File: src/rtl/uart_pkg.sv
// uart_pkg: shared constants and types for the UART blocks
package uart_pkg;
  localparam int OSR   = 16;
  localparam int MID   = 8;
  localparam int DIV_W = 14;
  localparam logic [DIV_W-1:0] BAUD_DIV [8] = '{
    14'd10417, 14'd2604, 14'd651, 14'd326, 14'd163, 14'd81, 14'd54, 14'd27
  };
  typedef enum logic [2:0] {IDLE, START, DATA, PARITY, STOP} rx_state_e;
endpackage

File: src/rtl/baud_controller.sv
// baud_controller: 16x oversample tick generator, phase-resettable by clear
module baud_controller
  import uart_pkg::*;
(
  input  logic       Clk,
  input  logic       reset,
  input  logic [2:0] baud_select,
  input  logic       clear,
  output logic       sample_ENABLE
);
  logic [DIV_W-1:0] cnt_q, cnt_d, div;
  logic [2:0]       sel_q;
  logic             reload;
  assign div           = BAUD_DIV[baud_select];
  assign reload        = clear || (sel_q != baud_select);
  assign sample_ENABLE = !reload && (cnt_q == div - 14'd1);
  // counter restarts on clear, rate change or terminal count
  always_comb cnt_d = (reload || sample_ENABLE) ? '0 : cnt_q + 14'd1;
  // divider state and last seen rate code
  always_ff @(posedge Clk or negedge reset)
    if (!reset) begin
      cnt_q <= '0;
      sel_q <= '0;
    end else begin
      cnt_q <= cnt_d;
      sel_q <= baud_select;
    end
endmodule

File: src/rtl/uart_receiver.sv
// uart_receiver: 8-E-1 serial receiver with parity/framing error flags
module uart_receiver
  import uart_pkg::*;
(
  input  logic       Clk,
  input  logic       reset,
  input  logic       RxD,
  input  logic       Rx_EN,
  input  logic [2:0] baud_select,
  output logic       Rx_PERROR,
  output logic       Rx_FERROR,
  output logic       Rx_VALID,
  output logic [7:0] Rx_DATA
);
  localparam logic [3:0] TICK_MID = 4'(MID - 1);
  localparam logic [3:0] TICK_END = 4'(OSR - 1);
  rx_state_e  state_q;
  logic [1:0] sync_q;
  logic [3:0] tick_q;
  logic [2:0] bit_q;
  logic [7:0] shift_q, data_q;
  logic       par_q, brk_q, valid_q, perr_q, ferr_q;
  logic       rxd_s, clear, sample_ENABLE, mid, bound, perr_d;
  assign rxd_s     = sync_q[1];
  assign clear     = (state_q == IDLE);
  assign mid       = sample_ENABLE && (tick_q == TICK_MID);
  assign bound     = sample_ENABLE && (tick_q == TICK_END);
  assign perr_d    = ^{shift_q, par_q};
  assign Rx_DATA   = data_q;
  assign Rx_VALID  = valid_q;
  assign Rx_PERROR = perr_q;
  assign Rx_FERROR = ferr_q;
  baud_controller u_baud (
    .Clk           (Clk),
    .reset         (reset),
    .baud_select   (baud_select),
    .clear         (clear),
    .sample_ENABLE (sample_ENABLE)
  );
  // two-flop synchronizer for the asynchronous line, idles high
  always_ff @(posedge Clk or negedge reset)
    if (!reset) sync_q <= 2'b11;
    else        sync_q <= {sync_q[0], RxD};
  // frame sequencer with registered results
  always_ff @(posedge Clk or negedge reset)
    if (!reset) begin
      state_q <= IDLE;
      tick_q  <= '0;
      bit_q   <= '0;
      shift_q <= '0;
      par_q   <= 1'b0;
      brk_q   <= 1'b0;
      data_q  <= '0;
      valid_q <= 1'b0;
      perr_q  <= 1'b0;
      ferr_q  <= 1'b0;
    end else if (!Rx_EN) begin
      state_q <= IDLE;
    end else begin
      if (sample_ENABLE) tick_q <= tick_q + 4'd1;
      case (state_q)
        IDLE: begin
          if (brk_q && rxd_s) brk_q <= 1'b0;
          if (!brk_q && !rxd_s) begin
            state_q <= START;
            tick_q  <= '0;
            bit_q   <= '0;
          end
        end
        START: begin
          if (mid && rxd_s) state_q <= IDLE;
          else if (mid) begin
            valid_q <= 1'b0;
            perr_q  <= 1'b0;
            ferr_q  <= 1'b0;
          end
          if (bound) state_q <= DATA;
        end
        DATA: if (mid) begin
          shift_q <= {rxd_s, shift_q[7:1]};
          bit_q   <= bit_q + 3'd1;
          if (bit_q == 3'd7) state_q <= PARITY;
        end
        PARITY: if (mid) begin
          par_q   <= rxd_s;
          state_q <= STOP;
        end
        STOP: if (mid) begin
          data_q  <= shift_q;
          perr_q  <= perr_d;
          ferr_q  <= !rxd_s;
          valid_q <= !perr_d && rxd_s;
          brk_q   <= !rxd_s;
          state_q <= IDLE;
        end
        default: state_q <= IDLE;
      endcase
    end
endmodule

File: config.mk
export PLATFORM = sky130hd
export DESIGN_NAME = uart_receiver
export DESIGN_NICKNAME = d
export VERILOG_FILES = /design/src/rtl/uart_pkg.sv /design/src/rtl/baud_controller.sv /design/src/rtl/uart_receiver.sv
export SDC_FILE = /design/constraint.sdc
export NUM_CORES = 1
export LEC_CHECK = 0
export ABC_CLOCK_PERIOD_IN_PS = 4100
export CAP_MARGIN = 10
export CORE_ASPECT_RATIO = 1.2
export CORE_MARGIN = 2
export CORE_UTILIZATION = 60
export CTS_CLUSTER_DIAMETER = 150
export CTS_CLUSTER_SIZE = 8
export DETAILED_ROUTE_END_ITERATION = 8
export GPL_TIMING_DRIVEN = 0
export PLACE_DENSITY = 0.79
export SLEW_MARGIN = 20
export SYNTH_ARGS = -nofsm -noshare
export SYNTH_HDL_FRONTEND = slang
export SYNTH_HIERARCHICAL = 1
export SYNTH_SLANG_ARGS = --single-unit
File: constraint.sdc
create_clock -name Clk -period 4.1 [get_ports Clk]
set_input_delay 1.23 -clock Clk [delete_from_list [all_inputs] [get_ports Clk]]
set_output_delay 1.23 -clock Clk [all_outputs]
set_load 0.005 [all_outputs]
==> results of run 1 <==
## metrics by stage
step | hold slack, ns | TNS (ns)
floorplan | 0.345 | -1.04
global placement | 0.347 | -34.47
detailed placement | 0.348 | -35.82
CTS | 0.364 | -0.0142
global route | 0.380 | -0.147
finish | 0.357 | 0
## cell families (layout without fill, tap and decap cells)
group,after synthesis,in the layout
simple gates,126,126
fa+ha+maj,12,12
flops,50,50
buf+inv,26,70
mux,27,27
compound gates,43,43
xor+xnor,34,34
## flip-flops by register name (all words and copies together), names as in the netlist, 2 cells and up
name          flops
Rx_DATA           8
bit_q             3
shift_q           8
state_q           3
sync_q            2
tick_q            4
u_baud/cnt_q     14
u_baud/sel_q      3
## final cells by class
| class | instances | area [µm²] | area share |
|---|---|---|---|
| multi-input cells | 242 | 1980 | 0.496 |
| clock buffers | 5 | 68.8 | 0.0172 |
| plain buffers | 14 | 129 | 0.0322 |
| repair buffers | 38 | 393 | 0.0983 |
| flip-flops and latches | 50 | 1250 | 0.314 |
| clock inverters | 3 | 43.8 | 0.0110 |
| well taps | 62 | 77.6 | 0.0194 |
| inverters | 10 | 50.0 | 0.0125 |
## Yosys cell counts (all sizes together), types with 6 or more instances
library cell  number
o21ai             12
buf               11
xnor2             21
nand2             33
nand3              9
ha                12
mux2i              7
and3               6
nor4               6
nand2b             6
dfrtp             48
mux2              20
nor2b              6
inv               10
xor2              12
nor2              27
## critical path: cells and delay by family
kind	cells	cell delay, ns
compound gates	1	0.17
fa+ha+maj	1	0.31
buf+inv	2	0.26
mux	2	0.56
simple gates	7	1.63
## power by group
group | switching [µW] | internal (µW)
Clock | 165 | 183
Sequential | 1.86 | 497
Combinational | 78.2 | 67.5
Total | 245 | 748
## per-layer routing
layer / share of wire / GRT usage / up-vias / wire length (µm)
li1: - / - / 1203 / -
met1: 0.41 / 0.307 / 1194 / 2860
met2: 0.53 / 0.424 / 53 / 3690
met3: 0.030 / 0.0435 / 19 / 210
met4: 0.023 / 0.0997 / 0 / 161
met5: 0 / 0 / - / 0
## what timing repair did
item | CTS | global route
setup buffers | 15 | 5
resized for setup | 34 | 27
pin swaps | 10 | 11
setup endpoints to repair | 31 | 22
## path summary, 6_finish.rpt
check | from | to | slack [ns] | cells past startpoint
max reg2reg | state_q[1] | shift_q[6] | 0.83 | 10
min in group asynchronous | reset | shift_q[3] | 0.88 | 1
max | baud_select[0] | shift_q[6] | 0.12 | 13
min reg2reg | sync_q[0] | sync_q[1] | 0.36 | 0
min | sync_q[0] | sync_q[1] | 0.36 | 0
max in group asynchronous | reset | sync_q[0] | 2.63 | 2
==> results by group, run 1 <==
Logic synthesis
  • Synth Cell Area: 3170 µm²
  • Synth area leaders: dfrtp_1 (38%), mux2_2 (7.1%), xnor2_1 (5.8%)
  • Post-Synth Simple-Gate Area: 0.225
  • Xor/xnor share of the synthesized area: 0.0981
  • Syn_nets: 337
  • Main combinational cell family by area after synthesis: simple AND/OR/NAND/NOR gates
  • Synth Area in Compound Gates: 0.0970
  • Top cell type's share of synthesized area: 0.378
  • Seq/Total Area, Yosys: 0.395
  • Fraction of registers with async set/reset: 1.00
  • Post-synthesis mux area share: 0.0930
  • Post-Synth Adder-Cell Area: 0.0473
  • Primary FF master, synth: dfrtp_1
  • Register bit count reported by yosys: 50
  • Leading area contributor after synthesis: dfrtp_1
  • Yosys cell types: 58
  • Post-Syn Instances: 318
  • Syn Area/Cell: 9.98 µm²
  • Yosys warns: 6
  • EDFF count, synth: 0

Detailed routing
  • 1st-iter DRT viols: 118
  • 1st-pass router iterations: 4
  • Vias: 2469
  • Post-DR wirelength/cell: 16.3 µm
  • Post-Route WL: 6920 µm
  • DR vias/cell: 5.82
  • ANT nets after route: 0
  • DRC Markers: 0

Place
  • Worst slack, placed: -1.31 ns
  • Port bufs: 17
  • # placed instances: 398
  • Placed cell area: 3560 µm²
  • GP Congestion: 0.898
  • Detailed Place HPWL: 4760 µm

Floorplanning
  • Row count: 29
  • Die X: 70.4 µm
  • Die Y: 83.7 µm
  • Die area: 5890 µm²
  • Initial Util: 0.612
  • Core Box Area: 5190 µm²
  • IO Pins: 18

Cells and area
  • Commonest non-fill, non-tap cell in the layout: dfrtp_1
  • P&R area growth vs syn: 25.9%
  • Layout cells sized above 1: 0.276
  • Post-Layout Cell Count: 424
  • Fillers: 350
  • Final Cell Area: 4000 µm²
  • Number of diodes: 0
  • Fin nets: 380
  • Most frequent cells in the layout: dfrtp_1 (48), nand2_1 (32), nor2_1 (24)
  • Layout Utilization: 0.770

GRT
  • Initial antenna violation count: 0
  • Largest net degree at the start of global routing: 30
  • Gr ovfl total: 0
  • GRT Resource Usage Total: 0.248
  • Number of global-route vias before repair: 2548
  • Global-route wire length before repair: 11800 µm

Power and ir drop
  • Cell Pwr Density: 248 nW/µm²
  • Pleak: 0.00181 µW
  • Power, Total: 993 µW
  • VDD IR max: 0.000138 V

Clocking
  • Hold Buf Count CTS: 0
  • Clk_lat worst skew: 0.30 ns
  • CTS sink cnt: 50
  • Cts bufs inserted: 5
  • Clock root cell: clkbuf_8
  • Longest Clk Path Bufs: 2
  • Clock-pin slew on the worst setup and hold paths: 0.10 ns
  • Htree depth: 2
  • TritonCTS clock tree: yes

STA
  • Final worst-path cycle share: 0.971
  • Final min period: 3.98 ns
  • Layout Skew: 0.0115 ns
  • Final hold vios: 0
  • Worst setup margin: 0.119 ns
  • FMAX: 251 MHz
  • Unrepaired setup endpoints after global routing: yes
  • Slew Viols, Final: 0
  • Slew Limit Headroom: 0.387
  • Final setup violation count: 0
  • Slew of the pin with the lowest slew margin: 0.911 ns

Setup path
  • CP Max Fanout: 8
  • Most frequent CP cell: buf_12
  • Max stage delay on crit path: 0.44 ns
  • CP Class: primary input to flop
  • Crit-path cells: buf_12 -> ha_1 -> nor4bb_2 -> o22ai_2 -> mux2_2 -> nand3_1 -> nor4_4 -> and2_4 -> nand2_4 -> or3_4 -> nor2_4 -> buf_12 -> mux2_4
  • Worst Setup End Kind: flop
  • Setup crit start kind: primary input
  • Worst Path Required: 4.29 ns
  • CP arrival: 4.17 ns
  • CP max-delay cell: nor4bb_2

Outcome
  • Status: complete, no violations

Job
  • Max-Cap Viols: 0

Worst hold path
  • Worst hold-check path type: flop to flop
(Power assumes the default switching activity.)
==> inputs of run 2 (changes only) <==
Settings changed: MAX_ROUTING_LAYER set to met4.
==> results by group, run 2 (same netlist as run 1, synthesis figures left out) <==
Outcome
  • Status: complete, but fails checks
  • Failing checks: negative setup slack

STA
  • Fin Hold WS: 0.363 ns
  • Final hold vios: 0
  • Slew of the pin with the lowest slew margin: 0.905 ns
  • Layout Skew: 0.0148 ns
  • Slew Viols, Final: 0
  • Final setup violation count: 19
  • Final worst-path cycle share: 1.03
  • FMAX: 238 MHz
  • Slew Limit Headroom: 0.391
  • Setup Total Neg Slack: -1.08 ns
  • Final min period: 4.21 ns
  • Unrepaired setup endpoints after global routing: yes
  • Worst setup margin: -0.107 ns

Floorplanning
  • Row count: 29
  • Core Box Area: 5190 µm²
  • Die Y: 83.7 µm
  • IO Pins: 18
  • Die X: 70.4 µm
  • Initial Util: 0.612
  • Die area: 5890 µm²

Clocking
  • Longest Clk Path Bufs: 2
  • Htree depth: 2
  • CTS sink cnt: 50
  • Clk_lat worst skew: 0.31 ns
  • TritonCTS clock tree: yes
  • Clock-pin slew on the worst setup and hold paths: 0.11 ns
  • Clock root cell: clkbuf_8
  • Hold Buf Count CTS: 0
  • Cts bufs inserted: 5

Setup path
  • CP arrival: 4.41 ns
  • Critical path endpoint: par_q
  • RR Endpoint: par_q
  • CP Max Fanout: 8
  • Worst R2R Setup Slack: 0.67 ns
  • Worst Path Required: 4.31 ns
  • Worst Setup End Kind: flop
  • Worst Setup SP: baud_select[1]
  • CP Class: primary input to flop
  • RR Startpoint: state_q[1]
  • Reg2reg path depth: 11
  • Setup crit start kind: primary input

Power and ir drop
  • Power, Total: 971 µW
  • VDD IR max: 0.000187 V
  • Pleak: 0.00187 µW
  • Cell Pwr Density: 234 nW/µm²

Detailed routing
  • Post-Route WL: 8060 µm
  • 1st-pass router iterations: 4
  • 1st-iter DRT viols: 233
  • ANT nets after route: 0
  • Post-DR wirelength/cell: 18.7 µm
  • DR vias/cell: 6.07
  • DRC Markers: 0
  • Vias: 2623

Cells and area
  • Most frequent cells in the layout: dfrtp_1 (48), nand2_1 (32), nor2_1 (23)
  • Final Cell Area: 4150 µm²
  • Fin nets: 388
  • Layout cells sized above 1: 0.311
  • Number of diodes: 0
  • Post-Layout Cell Count: 432
  • P&R area growth vs syn: 30.8%
  • Reg with most FFs: u_baud/cnt_q
  • Commonest non-fill, non-tap cell in the layout: dfrtp_1
  • Max reg flops: 14

GRT
  • Gr ovfl total: 0
  • Number of global-route vias before repair: 2603
  • GRT Resource Usage Total: 0.276
  • Largest net degree at the start of global routing: 32
  • Initial antenna violation count: 0
  • Global-route wire length before repair: 12700 µm

Job
  • Max-Cap Viols: 0

Place
  • Port bufs: 17
  • # placed instances: 398
  • Detailed Place HPWL: 4920 µm
  • GP Congestion: 0.914
  • Placed cell area: 3560 µm²

Worst hold path
  • Worst hold-check path type: flop to flop
run 2: cell types whose count changed in the layout (fill, tap and decap cells not counted), sizes merged:
cell / change
bufinv: -1
clkbuf: +1
buf: +7
clkinv: +1
run 2: worst min-delay path by stage:
stage / from / end / cells after the start
2_1_floorplan: sync_q[0] / sync_q[1] / 0
3_3_place_gp: sync_q[0] / sync_q[1] / 0
3_5_place_dp: sync_q[0] / sync_q[1] / 0
4_1_cts: sync_q[0] / sync_q[1] / 0
5_1_grt: sync_q[0] / sync_q[1] / 0
6_report: sync_q[0] / sync_q[1] / 0
run 2: area by class of cell:
cell class / count / area (µm²)
Buffer: 15 / 138
Fill cell: 329 / 1040
Inverter: 10 / 50.0
Tap cell: 62 / 77.6
Multi-Input combinational cell: 242 / 2050
Clock inverter: 3 / 28.8
Timing Repair Buffer: 45 / 488
Sequential cell: 50 / 1250
Clock buffer: 5 / 68.8
run 2: per-stage QoR:
step / setup WS, ns / utilization
final: -0.107 / 0.800
after CTS: -0.0537 / 0.745
after floorplan: -0.117 / -
after global routing: -0.184 / 0.800
after global placement: -1.29 / 0.684
after detailed placement: -1.38 / 0.687
run 2: metal layers:
metal	wire length, µm	vias to the layer above	track usage
met5	0	-	-
met4	391	0	0.110
met3	251	32	0.0314
met2	4240	81	0.473
met1	3180	1294	0.329
li1	-	1216	-
run 2: where the power goes:
part | leakage (µW) | switching (µW) | total [µW] | internal [µW]
clock | 0.0000502 | 186 | 313 | 127
sequential | 0.000668 | 1.75 | 499 | 497
combinational | 0.00115 | 85.8 | 159 | 72.9
run 2: critical path, cell delays in order:
cell and delay, ns:
buf_12 0.09, buf_8 0.11, inv_8 0.04, ha_4 0.15, buf_8 0.14, or3b_4 0.38, a31oi_1 0.22, o21ai_1 0.14
a2bb2oi_2 0.16, nor4_4 0.34, and2_4 0.24, and4b_1 0.26, buf_6 0.13, buf_4 0.11, nand3_1 0.12, nor2_2 0.21
mux2_4 0.32
run 2: what timing repair did:
action,4_1_cts,5_1_grt
endpoints found under the setup margin,31,26
setup buffers,16,10
gates resized for setup,38,32
pin swaps,11,15
gates cloned,0,1
